### src/rtl/memory_r1_up_seq.sv
// Serial access sequencer for the r1 upper mercury tank: tracks circulation
// position and gates one short word in or out at the addressed minor cycle.
module memory_r1_up_seq #(
   parameter int DIGITS    = 18,
   parameter int WORD_BITS = 17,
   parameter int MINORS    = 32,
   parameter int ADDR_W    = 5
) (
   input  logic                 r1_clk,
   input  logic                 r1_rst,
   input  logic                 req,
   input  logic                 we,
   input  logic [ADDR_W-1:0]    addr,
   input  logic [WORD_BITS-1:0] wdata,
   output logic                 busy,
   output logic                 done,
   output logic [WORD_BITS-1:0] rdata,
   output logic                 r1_mib,
   output logic                 r1_up_t0_in,
   output logic                 r1_up_t0_clr,
   output logic                 r1_up_t0_out,
   input  logic                 r1_up_mob_t0,
   output logic [4:0]           digit,
   output logic [ADDR_W-1:0]    minor,
   output logic                 tank_sync
);

   localparam logic [1:0] ST_IDLE = 2'd0;
   localparam logic [1:0] ST_WAIT = 2'd1;
   localparam logic [1:0] ST_XFER = 2'd2;
   localparam logic [1:0] ST_DONE = 2'd3;

   localparam logic [4:0]        DIGIT_LAST = 5'(DIGITS - 1);
   localparam logic [4:0]        XFER_LAST  = 5'(WORD_BITS - 1);
   localparam logic [ADDR_W-1:0] MINOR_LAST = ADDR_W'(MINORS - 1);

   logic [1:0]           state_reg, state_next;
   logic [4:0]           digit_reg, digit_next;
   logic [ADDR_W-1:0]    minor_reg, minor_next;
   logic                 we_reg;
   logic [ADDR_W-1:0]    addr_reg;
   logic [WORD_BITS-1:0] wsh_reg;
   logic [WORD_BITS-2:0] rsh_reg;
   logic [WORD_BITS-1:0] rdata_reg;
   logic                 busy_reg, done_reg, mib_reg;
   logic                 t0_in_reg, t0_clr_reg, t0_out_reg;
   logic                 digit_wrap, slot_edge, xfer_next, rd_last;

   always_comb begin
      digit_wrap = (digit_reg == DIGIT_LAST);
      digit_next = digit_wrap ? 5'd0 : digit_reg + 5'd1;
      minor_next = minor_reg;
      if (digit_wrap) begin
         minor_next = (minor_reg == MINOR_LAST) ? '0 : minor_reg + ADDR_W'(1);
      end
      // The edge into digit 0 of the target slot; addr 0 wraps to the last minor.
      slot_edge = digit_wrap && (minor_reg == addr_reg - ADDR_W'(1));

      state_next = state_reg;
      case (state_reg)
         ST_IDLE: if (req) state_next = ST_WAIT;
         ST_WAIT: if (slot_edge) state_next = ST_XFER;
         ST_XFER: if (digit_reg == XFER_LAST) state_next = ST_DONE;
         ST_DONE: state_next = ST_IDLE;
         default: state_next = ST_IDLE;
      endcase

      xfer_next = (state_next == ST_XFER);
      rd_last   = (state_reg == ST_XFER) && (state_next == ST_DONE) && !we_reg;
   end

   // Outputs are computed from the next state so they line up with the counters.
   always_ff @(posedge r1_clk or posedge r1_rst) begin
      if (r1_rst) begin
         state_reg  <= ST_IDLE;
         digit_reg  <= '0;
         minor_reg  <= '0;
         we_reg     <= 1'b0;
         addr_reg   <= '0;
         wsh_reg    <= '0;
         rsh_reg    <= '0;
         rdata_reg  <= '0;
         busy_reg   <= 1'b0;
         done_reg   <= 1'b0;
         mib_reg    <= 1'b0;
         t0_in_reg  <= 1'b0;
         t0_clr_reg <= 1'b0;
         t0_out_reg <= 1'b0;
      end else begin
         state_reg  <= state_next;
         digit_reg  <= digit_next;
         minor_reg  <= minor_next;
         busy_reg   <= (state_next != ST_IDLE);
         done_reg   <= (state_next == ST_DONE);
         t0_in_reg  <= xfer_next && we_reg;
         t0_clr_reg <= xfer_next && we_reg;
         t0_out_reg <= xfer_next && !we_reg;
         mib_reg    <= xfer_next && we_reg && wsh_reg[0];

         if (state_reg == ST_IDLE && req) begin
            we_reg   <= we;
            addr_reg <= addr;
            wsh_reg  <= wdata;
         end else if (xfer_next) begin
            wsh_reg <= wsh_reg >> 1;
         end

         // Tank bits arrive LSB first; the final bit is merged straight into rdata.
         if (state_reg == ST_XFER && !we_reg) begin
            rsh_reg <= {r1_up_mob_t0, rsh_reg[WORD_BITS-2:1]};
         end
         if (rd_last) begin
            rdata_reg <= {r1_up_mob_t0, rsh_reg};
         end
      end
   end

   assign busy         = busy_reg;
   assign done         = done_reg;
   assign rdata        = rdata_reg;
   assign r1_mib       = mib_reg;
   assign r1_up_t0_in  = t0_in_reg;
   assign r1_up_t0_clr = t0_clr_reg;
   assign r1_up_t0_out = t0_out_reg;
   assign digit        = digit_reg;
   assign minor        = minor_reg;
   assign tank_sync    = (digit_reg == 5'd0) && (minor_reg == '0);

endmodule

### config.mk
export PLATFORM = sky130hd
export DESIGN_NAME = memory_r1_up_seq
export DESIGN_NICKNAME = d
export VERILOG_FILES = /design/src/rtl/memory_r1_up_seq.sv
export SDC_FILE = /design/constraint.sdc
export NUM_CORES = 1
export LEC_CHECK = 0
export CAP_MARGIN = 5
export CORE_MARGIN = 4
export CORE_UTILIZATION = 35
export DETAILED_ROUTE_END_ITERATION = 8
export SKIP_CTS_REPAIR_TIMING = 1
export SKIP_LAST_GASP = 1
export SYNTH_ARGS = -nofsm -noshare
export SYNTH_HDL_FRONTEND = slang
export SYNTH_SLANG_ARGS = --single-unit
### constraint.sdc
create_clock -name r1_clk -period 4.7 [get_ports r1_clk]
set_clock_uncertainty 0.2 [all_clocks]
set_input_delay 0.94 -clock r1_clk [delete_from_list [all_inputs] [get_ports r1_clk]]
set_output_delay 0.94 -clock r1_clk [all_outputs]
set_load 0.02 [all_outputs]
* Word level (Yosys, flattened, before mapping)
Index checks and enable logic that the tools add are counted. W data, S select, Z words.
Storage, ports and cells: logic and storage cells 48, bits in registers 73
Operators by class: muxes and demuxes 8, reductions and logical operators 15, add/subtract/negate cells 3, equality and inequality tests 9
Operator list (count):
- $mux W17 | 2
- $eq A5 B5 Y1 const B | 3
- $add A5 B1 Y5 const B | 2
- $logic_not A5 Y1 | 2
- $mux W5 | 2
- $logic_and A1 B1 Y1 | 9
- $eq A2 B2 Y1 const B | 4
- $pmux W2 S4 | 1
- $mux W2 | 3
- $eq A5 B5 Y1 | 1
- $sub A5 B1 Y5 const B | 1
- $reduce_bool A2 Y1 | 2
- $eq A2 B1 Y1 const B | 1
- $logic_not A2 Y1 | 1
- $logic_not A1 Y1 | 1

* Depth between registers and ports, before layout
Gate-level depths: netlist (run 1).
depth after elaboration 8, mapped depth 8, gate-level depth less buffers 7

* Worst setup path before layout (run 1)
No wires, ideal clock.
path kind reg2out, start reg minor_reg[0] (netlist: minor[0]), end out tank_sync, data arrival time 1.310 ns, buffers on the path 0, setup slack 2.250 ns, stages on the path, launching flop included 6, cell sequence dfrtp_1 -> inv_1 -> ha_1 -> nor4b_1 -> nand3_1 -> nor2_1
Between the ends: cells in the longest elaborated chain, start to end 2
Ends and longest elaborated chain:
- start, declared | RTL line 39 | logic [ADDR_W-1:0] minor_reg, minor_next;
- start signal, assigned | RTL line 92 | minor_reg <= minor_next;
- $logic_not A5 Y1 | RTL line 127 | assign tank_sync = (digit_reg == 5'd0) && (minor_reg == '0);
- $logic_and A1 B1 Y1 | RTL line 127
- end, declared | RTL line 25 | output logic tank_sync
Every way passes these cells.

* Final worst setup path (run 1)
Same ends and word-level chain as after synthesis.

==> impl_metrics.tcl, run 1 <==
set metrics [dict create \
    outcome "completed" \
    p_leak_nw 1.91 \
    synthTopCellsByCount "dfrtp_1, nand2_1, mux2_2" \
    crit_type "flop to output pin" \
    portBuffers 60 \
    dp_hpwl_mm 4.63 \
    grt_overflow_total 0 \
    start_kind "flop" \
    die_w_um 106 \
    vdd_drop_max_mv 0.243 \
    synth_fa_ha_area_share_pct 2.61 \
    slew_viol_final 0 \
    antenna_found_initial 0 \
    h-tree-depth 3 \
    grt_pass1_vias 2269 \
    first_iter_violations 90 \
    period_share_pct 68.5 \
    tightest_slew_ns 0.859 \
    area_growth_pct 28.6 \
    topRoutingLayerUsed "met4" \
    synth_edf_count 0 \
    cts_buffer_depth 2 \
    avgSynthCellArea_um2 11.3 \
    cap_violations 0 \
    synth_top_family_by_area "simple AND/OR/NAND/NOR gates" \
    ios 61 \
    synthMuxAreaShare_pct 11.4 \
    cts_tree "yes" \
    synth_compound_area_share_pct 10.7 \
    critPathCaptureType "output pin" \
    grt_pass1_wl_mm 11.5 \
    root_buffer "clkbuf_8" \
    setup_viol 0 \
    netlist_instances 298 \
    die_h_um 106 \
    fin_setup_tns_ns 0 \
    synth_cell_types 36 \
    route.detailed.drc 0 \
    grt_max_degree 49 \
    fin_total_pwr_mw 1.58 \
    wl_per_cell_um 13.9 \
    core_area_um2 9280 \
    yosysWarnings 0 \
    slew_headroom_pct 42.6 \
    wl_met1_mm 3.39 \
    synth-simple-area-share_pct 15.4 \
    wl_met3_um 351 \
    vias_per_cell 4.81 \
    rows 35 \
    numClockSinks 73 \
    synth_top_cell_by_area "dfrtp_1" \
    start_util_pct 36.1 \
    grt_use_total_pct 12.7 \
    yosysMostFrequentCell "dfrtp_1" \
    hold_class "flop to flop" \
    antenna_left 0 \
    worst_skew_pair.late_latency_ns 0.34 \
    arrival_ns 2.08 \
    maxClockFrequency_mhz 311 \
    firstDrtPassIters 4 \
    yosysTopAreaCellShare_pct 54.4 \
    finalWirelength_mm 6.84 \
    synth_area_um2 3360 \
    fin_crit_ns 3.22 \
    route.met2.wl_mm 3.04 \
    postSynth.asyncResetShare_pct 100 \
    clkTransAtPathRegs_ns 0.07 \
    required_ns 3.56 \
    yosysSeqAreaShare_pct 54.4 \
    pre_cts_slack_ns 1.64 \
    gp_congestion 0.719 \
    final.setup.worst_slack_ns 1.48 \
    die_area_um2 11200 \
    ys_seq_elements 73 \
    synth-xor-area-share_pct 2.09 \
    hold_violations 0 \
    cts_buffers 9 \
    rsz0062_at_grt "no" \
    power_density_nw_per_um2 366 \
    drive_gt1_share_pct 17.1 \
    synth_nets 332 \
    ys.flop_type "dfrtp_1" \
    crit_path_max_fanout 5 \
    synth_area_leaders "dfrtp_1, mux2_2, o211ai_1" \
    final_nets 391 \
    vias 2361 \
    antenna_cells 0 \
]
-- per-stage QoR --
stage | hold slack [ns] | std cells | util [%] | cell area [um2]
final | 0.306 | 491 | 46.5 | 4310
after CTS | 0.307 | 491 | 46.5 | 4310
after global placement | 0.284 | 475 | 43.8 | 4070
after global routing | 0.331 | 491 | 46.5 | 4310
after floorplan | 0.265 | 298 | - | 3360
after detailed placement | 0.289 | 475 | 43.8 | 4070
-- per-layer routing --
metal / vias to the layer above / GRT usage [%]
li1: 1154 / -
met1: 1135 / 18.4
met2: 66 / 18.6
met3: 6 / 4.37
met4: 0 / 2.68
met5: - / 0
-- placed cells by master (no fill, tap or decap), types with 2 or more instances in the layout --
master,count
dfrtp_1,73
clkdlybuf4s50_1,60
nand2_1,53
mux2_2,34
o211ai_1,30
and2_1,16
clkbuf_8,9
nor2_1,8
o21ai_0,8
inv_1,7
ha_1,7
nand3_1,5
xor2_1,4
xnor2_1,4
a21oi_1,4
buf_4,4
nand2b_1,3
nor3_1,3
bufinv_16,3
clkinv_4,3
and3_1,2
and4_1,2
o211ai_2,2
nor2b_1,2
-- path summary, 6_finish.rpt --
check | from | slack [ns] | end | cells after the start
worst max-delay path | minor[0]$_DFFE_PP0N_ | 1.48 | tank_sync | 6
worst min-delay path | addr_reg[4]$_DFFE_PP0P_ | 0.31 | addr_reg[4]$_DFFE_PP0P_ | 2
worst max register to register | addr_reg[0]$_DFFE_PP0P_ | 1.66 | r1_mib$_DFF_PP0_ | 7
worst min register to register | addr_reg[4]$_DFFE_PP0P_ | 0.31 | addr_reg[4]$_DFFE_PP0P_ | 2
max in group asynchronous | r1_rst | 2.52 | minor[0]$_DFFE_PP0N_ | 3
min in group asynchronous | r1_rst | 0.76 | rdata[9]$_DFFE_PP0P_ | 2
-- worst max-delay path, stage by stage, from the launching register on --
cell and delay [ns]:
dfrtp_1 0.44, inv_1 0.11, ha_1 0.15, nor4b_1 0.23, nand3_1 0.13, nor2_1 0.09
clkdlybuf4s50_1 0.61
-- cell families (layout without fill, tap and decap cells) --
group,count (synthesis),after routing
AND/OR/NAND/NOR,104,104
flip-flops,73,73
AO/OA/AOI/OAI,48,48
multiplexers,34,34
buffers and inverters,24,88
XOR/XNOR,8,8
adder cells (fa/ha/maj),7,7
-- area by class of cell --
class / instances / area, um2
flip-flops and latches: 73 / 1830
well taps: 129 / 161
multi-input cells: 201 / 1420
fillers: 900 / 4970
inverters: 8 / 30.0
clock inverters: 6 / 116
clock buffers: 10 / 128
repair buffers: 64 / 631
-- where the power goes --
group / total, mW / switching [mW] / internal [mW]
logic: 0.236 / 0.104 / 0.132
clock network: 0.595 / 0.240 / 0.356
registers: 0.747 / 0.0451 / 0.702
Power figures use the tool's default switching activity.
==> run 2: changes to the inputs <==
==> constraint.sdc (replaced) <==
create_clock -name r1_clk -period 2.59 [get_ports r1_clk]
set_clock_uncertainty 0.2 [all_clocks]
set_input_delay 0.518 -clock r1_clk [delete_from_list [all_inputs] [get_ports r1_clk]]
set_output_delay 0.518 -clock r1_clk [all_outputs]
set_load 0.02 [all_outputs]
==> run 2 against run 1 <==
Worst hold slack barely moved. Clock power rose by 87%. Cell count rose by 2.2%. Routed wire length rose by 1.1%. Clock-buffer cell count rose by 2. Global-route usage rose by 0.45 points. Sequential share of layout area fell by 1.0 points. Critical path depth did not move. Flip-flop and latch count did not move. Total power rose by 84%. First-iteration DRC count fell by 26%.
==> impl_metrics.tcl, run 2 (synthesized netlist as in run 1, its figures left out) <==
set metrics [dict create \
    outcome "completed" \
    multi_input_area_um2 1420 \
    root_buffer "clkbuf_8" \
    cts_buffers 9 \
    grt_use_total_pct 13.2 \
    hold_violations 0 \
    wl_per_cell_um 13.8 \
    path_cells "inv_1, ha_1, nor4b_1, nand3_1, nor2_1, dlymetal6s2s_1" \
    grt_pass1_wl_mm 11.9 \
    hold_class "flop to flop" \
    h-tree-depth 3 \
    slowest_stage "dfrtp_1" \
    cap_violations 0 \
    antenna_left 0 \
    reg2reg_depth 7 \
    grt_overflow_total 0 \
    clkTransAtPathRegs_ns 0.08 \
    required_ns 1.87 \
    period_share_pct 90.7 \
    holdPathEnd "r1_mib$_DFF_PP0_" \
    start_util_pct 36.1 \
    arrival_ns 1.63 \
    die_area_um2 11200 \
    tightest_slew_ns 0.523 \
    topRoutingLayerUsed "met4" \
    cpLargestDelayFamily "simple AND/OR/NAND/NOR gates" \
    cts_tree "yes" \
    gp_congestion 0.739 \
    rsz0062_at_grt "no" \
    r2r_start "addr_reg[0]$_DFFE_PP0P_" \
    route.met2.wl_mm 2.89 \
    min-delay-start "wsh_reg[0]$_DFFE_PP0P_" \
    antenna_cells 0 \
    portBuffers 60 \
    start_kind "flop" \
    grt_pass1_vias 2388 \
    wl_met3_um 372 \
    wl_met1_mm 3.51 \
    numClockSinks 73 \
    final_cell_mix "dfrtp_1, clkdlybuf4s50_1, nand2_1" \
    finalNonFillerCells 502 \
    reg2reg_to "wsh_reg[16]$_DFFE_PP0P_" \
    setup_viol 0 \
    post-place-cells 486 \
    grt_max_degree 74 \
    crit_path_max_incr_delay_ns 0.38 \
    area_growth_pct 31.8 \
    antenna_found_initial 0 \
    firstDrtPassIters 4 \
    drive_gt1_share_pct 19.8 \
    seq_area_um2 1830 \
    dp_hpwl_mm 4.73 \
    power_density_nw_per_um2 656 \
    whs_ns 0.306 \
    die_w_um 106 \
    first_iter_violations 67 \
    maxClockFrequency_mhz 426 \
    vdd_drop_max_mv 0.342 \
    finalWirelength_mm 6.91 \
    slew_headroom_pct 65.2 \
    vias 2397 \
    crit_type "flop to output pin" \
    crit_path_max_fanout 2 \
    path_buf_inv 2 \
    slew_viol_final 0 \
    fin_crit_ns 2.35 \
    hold_depth 1 \
    rows 35 \
    rrSetupSlack_ns 0.24 \
    route.detailed.drc 0 \
    fillCellCount 917 \
    final_common_cell "dfrtp_1" \
    vias_per_cell 4.77 \
    die_h_um 106 \
    final_nets 402 \
    critPathCaptureType "output pin" \
    cts_buffer_depth 2 \
    worst_skew_pair.late_latency_ns 0.34 \
    ios 61 \
    core_area_um2 9280 \
    p_leak_nw 1.99 \
]
[run 2: worst max path at each step]
stage                              start                 endpoint  slack (ns)  depth (start not counted)
detailed placement                   req   wsh_reg[2]$_DFFE_PP0P_      -0.002                          5
CTS                 minor[0]$_DFFE_PP0N_                tank_sync       -0.19                          6
floorplan                         r1_rst  addr_reg[0]$_DFFE_PP0P_        0.02                          1
finish              minor[0]$_DFFE_PP0N_                tank_sync        0.24                          6
global placement                     req  wsh_reg[11]$_DFFE_PP0P_        0.06                          5
global route        minor[0]$_DFFE_PP0N_                tank_sync        0.07                          6
[run 2: area by class of cell]
cell class              count  share of cell area [%]
repair buffers             75                    16.5
well taps                 129                    3.65
inverters                   8                   0.679
multi-input cells         201                    32.2
clock inverters             4                    2.23
flip-flops and latches     73                    41.3
clock buffers              12                    3.51
[run 2: layer usage]
metal  global-route usage (%)  vias up
met1                     18.6     1148
li1                         -     1177
met3                     3.52       13
met4                     6.01        0
met2                     18.9       59
met5                        0        -
[run 2: per-stage QoR]
stage               util (%)  total power, mW  setup WS (ns)  setup TNS, ns  area [um2]
floorplan                  -             1.70         0.0187              0        3360
global placement        44.9             1.80         0.0563              0        4170
detailed placement      44.9             1.82       -0.00235       -0.00235        4170
CTS                     47.6             2.94         -0.189         -0.189        4420
global route            47.6             3.07         0.0734              0        4420
finish                  47.6             2.90          0.242              0        4420
[run 2: report_power, final]
part	switching [mW]	leakage, nW	internal (mW)
Combinational	0.194	0.905	0.244
Sequential	0.0793	0.960	1.27
Clock	0.417	0.127	0.695
==> patch 1, RTL diff (settings of run 2) <==
Change the parameter `WORD_BITS` from 17 to 21.
--- a/src/rtl/memory_r1_up_seq.sv
+++ b/src/rtl/memory_r1_up_seq.sv
@@ -3,5 +3,5 @@
 module memory_r1_up_seq #(
    parameter int DIGITS    = 18,
-   parameter int WORD_BITS = 17,
+   parameter int WORD_BITS = 21,
    parameter int MINORS    = 32,
    parameter int ADDR_W    = 5
Ports: changed (resized rdata and wdata); port bits go from 61 to 69. The function was not compared with the original's and may differ.
==> patch 1 against run 2 <==
  * Area after synthesis increased by 11%
  * Maximum frequency decreased by 0.72%
  * Cell area rose by 9.1%
  * Wire length up 13%
  * Critical path depth down 3
  * Via count increased by 9.2%
  * Die area increased by 10%
  * Setup slack got worse by 0.017 ns
  * Worst hold slack got worse by 0.029 ns
  * Total power is 5.4% higher
  * Sequential cell count increased by 12
  * Sequential share of layout area grew 2.8 points
  * Final cell count rose by 5.4%
  * Highest routed layer unchanged
==> patch 1: results <==
global_routing:
  met2_usage_pct: 20.6
  use_met1_pct: 18.1
  use_met3_pct: 5.02
  grt_pass1_vias: 2725
  grt_pass1_wl_um: 13700
  grt_use_total_pct: 13.6
  grt_max_degree: 86
setup_path:
  slowest_delay_ns: 0.48
  crit_arrival_ns: 1.65
  crit_start: "digit[2]"
  reg2reg_from: "digit[1]"
  critPathMaxFanout: 9
routing:
  dr_wl_met2_um: 3640
  met1Wirelength_um: 3560
  drt_iter0_markers: 118
  wl_met3_um: 490
  dr_total_vias: 2618
  via_per_inst: 4.95
  avgRoutedWirePerCell_um: 14.8
place:
  placedCellCount: 514
  placed_area_sq_um: 4600
  gp_congestion: 0.771
logic_synthesis:
  syn_avg_cell_area_sq_um: 11.7
  synth_fp_nets: 357
  synthTopCellsByArea: "dfrtp_1 (57%), mux2_2 (11%), a31oi_1 (3.4%)"
  synth_cell_types: 38
cells_and_area:
  fillers: 975
  layout-drive-gt1-share_pct: 18.3
timing:
  worst_pin_slew_ns: 0.649
  setup_slack_ns: 0.225
worst_hold_path:
  hold_start: "state_reg[0]"
power_and_ir_drop:
  p_leak_nw: 2.20
  peakVddDrop_v: 0.000209
outcome:
  run_status: "finished, final reports clean"
[patch 1: final timing paths]
| kind | end | cells past startpoint |
|---|---|---|
| min | busy | 1 |
| max reg2reg | wsh_reg[4] | 7 |
| max | tank_sync | 3 |
| max in group asynchronous | addr_reg[2] | 3 |
| min in group asynchronous | rdata[5] | 3 |
| min reg2reg | busy | 1 |
[patch 1: worst register-to-register path: stages (launching register included)]
cell and delay (ns):
dfrtp_1 0.42, inv_1 0.10, ha_1 0.17, nand4bb_1 0.23
nor4_4 0.33, o2111a_2 0.53, o21ai_1 0.11, a31oi_1 0.19
[patch 1: power breakdown]
part | total (W) | internal, W | switching [W]
Combinational | 0.000394 | 0.000222 | 0.000172
Clock | 0.00104 | 0.000567 | 0.000474
Sequential | 0.00163 | 0.00151 | 0.000113
Total | 0.00306 | 0.00230 | 0.000759
[patch 1: area by class of cell]
type / instances / area share, %
well taps: 136 / 3.53
inverters: 11 / 0.934
clock inverters: 5 / 1.74
repair buffers: 80 / 16.5
clock buffers: 10 / 2.85
multi-input cells: 202 / 30.3
flip-flops and latches: 85 / 44.1
[patch 1: logic make-up after synthesis]
family,count (synthesis),share of synthesized area (%)
xor gates and xnor gates,8,1.88
DFF,85,57.1
muxes,48,14.5
adders and majority gates,7,2.35
buffers and inverters,32,3.96
and+or+nand+nor,83,11.1
AOI/OAI and AO/OA,56,9.10
[patch 1: metrics by stage]
step | hold WS (ns) | setup TNS (ns) | util (%)
after floorplan | 0.235 | 0 | -
after CTS | 0.284 | -0.194 | 46.5
after detailed placement | 0.271 | 0 | 44.4
after global routing | 0.308 | 0 | 46.5
final | 0.277 | 0 | 46.5
after global placement | 0.261 | 0 | 44.4
==> patch 2, RTL diff (flow settings as in run 2) <==
Made on the original files. The output `r1_up_t0_clr` loses its register stage (`t0_clr_reg` becomes a continuous assignment).
--- a/src/rtl/memory_r1_up_seq.sv
+++ b/src/rtl/memory_r1_up_seq.sv
@@ -85,5 +85,4 @@
          mib_reg    <= 1'b0;
          t0_in_reg  <= 1'b0;
-         t0_clr_reg <= 1'b0;
          t0_out_reg <= 1'b0;
       end else begin
@@ -94,5 +93,4 @@
          done_reg   <= (state_next == ST_DONE);
          t0_in_reg  <= xfer_next && we_reg;
-         t0_clr_reg <= xfer_next && we_reg;
          t0_out_reg <= xfer_next && !we_reg;
          mib_reg    <= xfer_next && we_reg && wsh_reg[0];
@@ -116,4 +114,6 @@
    end
 
+   assign t0_clr_reg = xfer_next && we_reg;
+
    assign busy         = busy_reg;
    assign done         = done_reg;
Function: no difference found for any inputs over 10 cycles, from zero or initial values and one cycle with r1_rst high; that may be too few to reach the edited logic, so the function may still have changed.
==> patch 2 against run 2 <==
  * The run now ends with setup timing left
  * Wire length shrank 0.72%
  * Count of clock-buffer cells in the layout shrank 3
  * Die area shrank 0.21%
  * Area after synthesis shrank 0.22%
  * Combinational power grew 19%
  * Sequential cell count is the same
  * Highest routed layer unchanged
  * Register-to-register slack gained 0.05 ns
  * Total power shrank 1.1%
  * First-iteration DRC count grew 18%
  * Setup slack lost 0.54 ns
  * Cell area grew 3.8%
==> patch 2: results <==
setup_path:
  crit_start: "addr_reg[0]"
  reg2reg_from: "addr_reg[1]"
  crit_arrival_ns: 2.17
  rr_worst_depth: 9
  r2r_end: "r1_mib"
  rrSetupSlack_ns: 0.29
place:
  gp_congestion: 0.742
  placedCellCount: 505
  dp_hpwl_um: 4760
cells_and_area:
  fillers: 864
  layout-drive-gt1-share_pct: 26.2
  instances_no_fill: 522
  fin_nets: 422
logic_synthesis:
  synth_cell_types: 35
  synth_fp_nets: 331
  synthAdderAreaFrac_pct: 2.62
  post_synth_mux_area_share_pct: 11.4
  syn_inst: 297
  synthXorXnorAreaFrac_pct: 2.09
  synth-compound-area-share_pct: 10.7
  synthTopCellsByArea: "dfrtp_1 (55%), mux2_2 (11%), o211ai_1 (6.7%)"
  yosysSeqAreaShare_pct: 54.6
routing:
  drt_iter0_markers: 79
  drt-total-wl_um: 6860
  wl_met3_um: 282
  dr_wl_met2_um: 3050
  via_per_inst: 4.75
  met1Wirelength_um: 3410
timing:
  setup_slack_ns: -0.302
  setup_viol: 1
  worst_pin_slew_ns: 0.476
global_routing:
  grt_max_degree: 38
  grt_pass1_wl_um: 11800
  met2_usage_pct: 19.2
  grt_use_total_pct: 13.0
  use_met1_pct: 18.3
  use_met3_pct: 3.25
  grt_pass1_vias: 2471
worst_hold_path:
  hold_start: "addr_reg[4]"
power_and_ir_drop:
  p_leak_nw: 2.06
  pwr-share-clk_pct: 35.0
  peakVddDrop_v: 0.000289
outcome:
  failed_checks: "setup timing"
  run_status: "finished, violations left"
patch 2: cell count changes after synthesis:
cell,run 2,this run
buf_4,1,0
patch 2: area by class of cell:
type	instances	area (sq um)	share of cell area (%)
repair buffers	95	872	19.0
clock buffers	9	124	2.70
multi-input cells	201	1470	32.0
inverters	8	33.8	0.736
clock inverters	7	103	2.23
well taps	129	161	3.52
flip-flops and latches	73	1830	39.8
patch 2: per-stage QoR:
| step | setup slack [ns] | hold WS [ns] | instance area [sq um] | setup TNS, ns |
|---|---|---|---|---|
| floorplan | -0.0831 | 0.265 | 3360 | -0.0831 |
| global placement | -0.360 | 0.285 | 4320 | -0.360 |
| detailed placement | -0.404 | 0.290 | 4320 | -0.404 |
| CTS | -0.805 | 0.314 | 4550 | -1.14 |
| global route | -0.409 | 0.337 | 4590 | -0.409 |
| finish | -0.302 | 0.309 | 4590 | -0.302 |
